File: config.mk
export PLATFORM = sky130hd
export DESIGN_NAME = ctrl_refresh_sched
export DESIGN_NICKNAME = d
export VERILOG_FILES = /design/src/rtl/ctrl_refresh_sched.sv
export SDC_FILE = /design/constraint.sdc
export NUM_CORES = 1
export LEC_CHECK = 0
export CORE_ASPECT_RATIO = 2
export CORE_MARGIN = 1.5
export CORE_UTILIZATION = 50
export DETAILED_ROUTE_END_ITERATION = 6
export DONT_BUFFER_PORTS = 1
export HOLD_SLACK_MARGIN = 0.08
export SLEW_MARGIN = 20
export SYNTH_ARGS = -nofsm -noshare
export SYNTH_HDL_FRONTEND = slang
export SYNTH_SLANG_ARGS = --single-unit
File: constraint.sdc
create_clock -name CK_t -period 2.5 [get_ports CK_t]
set_input_delay 0.25 -clock CK_t [delete_from_list [all_inputs] [get_ports CK_t]]
set_output_delay 0.25 -clock CK_t [all_outputs]
set_load 0.01 [all_outputs]
File: src/rtl/ctrl_refresh_sched.sv
// DDR4 refresh scheduler: counts owed refreshes, postpones them under traffic,
// and reclaims the command bus for precharge-all followed by REF.
module ctrl_refresh_sched #(
    parameter int T_REFI       = 6240,
    parameter int T_RFC        = 280,
    parameter int T_RP         = 11,
    parameter int MAX_POSTPONE = 8,
    parameter int CNT_W        = 16
) (
    input  logic       CK_t,
    input  logic       reset_n,
    input  logic       rw_idle,
    input  logic       banks_open,
    input  logic       cmd_bus_busy,
    output logic       ref_hold,
    output logic       prea_rdy,
    output logic       ref_rdy,
    output logic       bank_clear,
    output logic       ref_busy,
    output logic [3:0] pending_cnt,
    output logic       ref_overflow
);

    typedef enum logic [2:0] {
        REF_IDLE,
        REF_DRAIN,
        REF_PREA,
        REF_TRP,
        REF_CMD,
        REF_TRFC
    } ref_state_e;

    localparam logic [CNT_W-1:0] REFI_LAST = CNT_W'(T_REFI - 1);
    localparam logic [CNT_W-1:0] RFC_LAST  = CNT_W'(T_RFC - 1);
    localparam logic [CNT_W-1:0] RP_LAST   = CNT_W'(T_RP - 1);
    localparam logic [CNT_W-1:0] CNT_ONE   = CNT_W'(1);
    localparam logic [3:0]       PEND_MAX  = 4'(MAX_POSTPONE);

    ref_state_e       state_q, state_d;
    logic [CNT_W-1:0] refi_q, refi_d;
    logic [CNT_W-1:0] dly_q, dly_d;
    logic [3:0]       pend_q, pend_d;
    logic             ovf_q, ovf_d;
    logic             hold_q, hold_d;
    logic             busy_q, busy_d;
    logic             prea_q, prea_d;
    logic             ref_q, ref_d;
    logic             tick;
    logic             urgent;

    assign tick   = (refi_q == REFI_LAST);
    assign refi_d = tick ? '0 : refi_q + CNT_ONE;
    assign urgent = (pend_q == PEND_MAX);

    always_comb begin : fsm_comb
        // NOTE: every signal driven here gets a default first so no path infers a latch.
        state_d = state_q;
        dly_d   = dly_q;
        prea_d  = 1'b0;
        ref_d   = 1'b0;
        case (state_q)
            REF_IDLE: begin
                if (((pend_q != 4'd0) && rw_idle) || urgent) begin
                    state_d = REF_DRAIN;
                end
            end
            REF_DRAIN: begin
                if (rw_idle) begin
                    state_d = banks_open ? REF_PREA : REF_CMD;
                end
            end
            REF_PREA: begin
                if (!cmd_bus_busy) begin
                    prea_d  = 1'b1;
                    dly_d   = '0;
                    state_d = REF_TRP;
                end
            end
            REF_TRP: begin
                if (dly_q == RP_LAST) begin
                    state_d = REF_CMD;
                end else begin
                    dly_d = dly_q + CNT_ONE;
                end
            end
            REF_CMD: begin
                if (!cmd_bus_busy) begin
                    ref_d   = 1'b1;
                    dly_d   = '0;
                    state_d = REF_TRFC;
                end
            end
            REF_TRFC: begin
                if (dly_q == RFC_LAST) begin
                    state_d = REF_IDLE;
                end else begin
                    dly_d = dly_q + CNT_ONE;
                end
            end
            default: state_d = REF_IDLE;
        endcase
    end

    // A tick and an issued REF in the same cycle cancel out.
    always_comb begin : pend_comb
        pend_d = pend_q;
        ovf_d  = ovf_q;
        if (tick && !ref_d) begin
            if (urgent) begin
                ovf_d = 1'b1;
            end else begin
                pend_d = pend_q + 4'd1;
            end
        end else if (ref_d && !tick && (pend_q != 4'd0)) begin
            pend_d = pend_q - 4'd1;
        end
        busy_d = (state_d != REF_IDLE);
        hold_d = (state_d != REF_IDLE) || (pend_d == PEND_MAX);
    end

    always_ff @(posedge CK_t or negedge reset_n) begin
        if (!reset_n) begin
            state_q <= REF_IDLE;
            refi_q  <= '0;
            dly_q   <= '0;
            pend_q  <= '0;
            ovf_q   <= 1'b0;
            hold_q  <= 1'b0;
            busy_q  <= 1'b0;
            prea_q  <= 1'b0;
            ref_q   <= 1'b0;
        end else begin
            // NOTE: non-blocking so every register here samples pre-edge values.
            state_q <= state_d;
            refi_q  <= refi_d;
            dly_q   <= dly_d;
            pend_q  <= pend_d;
            ovf_q   <= ovf_d;
            hold_q  <= hold_d;
            busy_q  <= busy_d;
            prea_q  <= prea_d;
            ref_q   <= ref_d;
        end
    end

    assign ref_hold     = hold_q;
    assign prea_rdy     = prea_q;
    assign bank_clear   = prea_q;
    assign ref_rdy      = ref_q;
    assign ref_busy     = busy_q;
    assign pending_cnt  = pend_q;
    assign ref_overflow = ovf_q;

endmodule

==> run metrics <==
outcome finished, final reports clean; largest stage delay on the critical path roughly 450 ps; Max FO, Critical Path 17; Longest Clk Path Bufs 2; detailed-route DRC error count 0; Final Hold Vio Count 0; CTS Buf Count 5; Final Instance Area 2620 um^2; Final Critical Period ~2300 ps; Die Ht just over 100 um; post-synth top area cell dfrtp_1; initial antenna violation count 0; leak pwr 0.00108 uW; CP top delay family compound AO/OA/AOI/OAI gates; ratio of cells with drive above 1 in the final layout 0.104; CP max stage cell dfrtp_1; Rows 35; largest net degree at the start of global routing 45; DR iter-0 viols 27; Peak Freq approximately 440 MHz; via count 1,775; # hold bufs at CTS 3; worst-margin pin slew 646 ps; Mapped Nets 258; Synth Register Bits 44; final wirelength 5.07 mm; Antenna Violating Nets Remaining 0; Post-Route Setup TNS 0 ps; DPL Wire Length 3.83 mm; router iterations before antenna repair 4; Avg Vias per Cell 5.80; asr flop ratio synth 1.00; Num Clock Sinks 44; post-synthesis sequential area ratio 0.449; Layout area overhead 6.83%; Hold Crit Class primary input to flip-flop; PwrDens 939 nW/um^2; fill cell count 441; # resized after CTS 0; postcts setup bufs 0; Final Cycle Share 0.919; GPL Wtd Cong 0.825; final worst slack roughly 200 ps; Tot Pwr 2460 uW; gr usage total 0.219; clk_lat worst skew between 200 and 300 ps; post-synth top area share 0.449; fin. max-slew vios 0; die area ~5400 um^2; width of the die 52.5 um; EDFF count, synth 0; CTS tree built; most common cell after layout, fill and taps aside dfrtp_1; routed len/inst 16.6 um; Post-Syn Area 2450 um^2; peak supply drop 0.547 mV; synth unique cells 50; Finish-stage setup viols 0; Synth area leaders dfrtp_1, xnor2_1, nor2_1; footprint of the multi-input gates 1220 um^2; critical path type flip-flop to flip-flop; I/O Buffers 0; most frequent cells in the layout dfrtp_1, nor2_1, xnor2_1, nand3_1, nand2_1; Worst setup SP type flip-flop; worst endpoint data arrival time 2440 ps; Critical Path, Cell by Cell ha_1, nand2_4, o311a_1, o31ai_4, buf_4, and2_1, or3_1, a21oi_1; worst endpoint required time 2650 ps; post-layout util 0.565; Slew HR 0.566; grt total ovfl 0; clock skew 3.01 ps; Main synth FF type dfrtp_1; Max Cap Viol 0; Mapped Cells roughly 250; Synth Warn # 0; Place WS 252 ps; Syn Area/Cell 9.90 um^2; placed cell areas 2480 um^2; vias in the first global route about 1,900; CP Capture Type flip-flop; io pins 15; nets 261; Reg clk slew, reported paths 70 ps; Core Area around 4600 um^2; Worst Path Buf+Inv 1; H-tree lvl count 2; CTS root buffer clkbuf_8; n_diodes 0; unrepaired setup endpoints after global routing no; first-pass GRT wire length 8.66 mm; FF+latch area approximately 1100 um^2; Initial Utilization 0.529
==> cell families after synthesis <==
group	after synthesis	synth area share
AND/OR/NAND/NOR	107	0.235
flip-flops	44	0.449
AO/OA/AOI/OAI	38	0.134
XOR/XNOR	29	0.103
buffers and inverters	25	0.0535
adder cells (fa/ha/maj)	5	0.0255
==> final timing paths <==
path / from / endpoint / slack [ps] / cells past startpoint
max: dly_q[0]$_DFFE_PN0P_ / dly_q[3]$_DFFE_PN0P_ / 200 / 8
min: rw_idle / state_q[1]$_DFF_PN0_ / 180 / 2
max reg2reg: dly_q[0]$_DFFE_PN0P_ / dly_q[3]$_DFFE_PN0P_ / 200 / 8
min reg2reg: refi_q[0]$_DFF_PN0_ / refi_q[0]$_DFF_PN0_ / 480 / 1
max in group asynchronous: reset_n / dly_q[0]$_DFFE_PN0P_ / 1840 / 2
min in group asynchronous: reset_n / refi_q[7]$_DFF_PN0_ / 460 / 2
==> worst register-to-register path, delay by kind of cell (launching register included) <==
| family | cells | cell delay [ps] |
|---|---|---|
| AOI/OAI and AO/OA | 3 | 620 |
| and+or+nand+nor | 3 | 470 |
| DFF | 1 | 450 |
| adders and majority gates | 1 | 350 |
| buffers and inverters | 1 | 260 |
==> flip-flops by register name (all words and copies together) (netlist names) <==
signal and flops:
dly_q 16, ref_hold 1, ref_busy 1, bank_clear 1
pending_cnt 4, ref_rdy 1, refi_q 16, state_q 3
ref_overflow 1
==> synth_stat cells, drive strengths merged (4+ instances only) <==
cell type / instances
inv: 13
nor2: 32
and4: 4
a21oi: 7
nor3: 7
nand4: 7
nor4: 4
a31oi: 4
nand2: 16
ha: 5
dfrtp: 44
and3: 5
nand3: 16
a211oi: 6
buf: 11
xnor2: 23
o21ai: 6
xor2: 6
==> cell type report <==
cell class                      count  area share
Multi-Input combinational cell    179       0.466
Sequential cell                    44       0.420
Clock buffer                        7      0.0367
Timing Repair Buffer                8      0.0324
Tap cell                           55      0.0262
Inverter                           13      0.0186
==> report_power, final <==
| part | switching [uW] | total, uW | internal [uW] |
|---|---|---|---|
| Sequential | 302 | 1200 | 893 |
| Clock | 221 | 467 | 246 |
| Combinational | 464 | 802 | 337 |
| Total | 987 | 2460 | 1480 |
==> routing by layer <==
layer / track usage / wire length [um] / vias up
met5: 0 / 0 / -
li1: - / - / 875
met3: 0.0365 / 121 / 14
met1: 0.209 / 1780 / 856
met4: 0.124 / 206 / 0
met2: 0.414 / 2970 / 30
==> metrics by stage <==
stage	hold WS [ps]	instances
floorplan	-45.6	248
detailed placement	-44.6	296
global route	181	306
CTS	169	306
finish	182	306
global placement	-44.6	296
No activity file was read; power rests on OpenSTA's default activity.
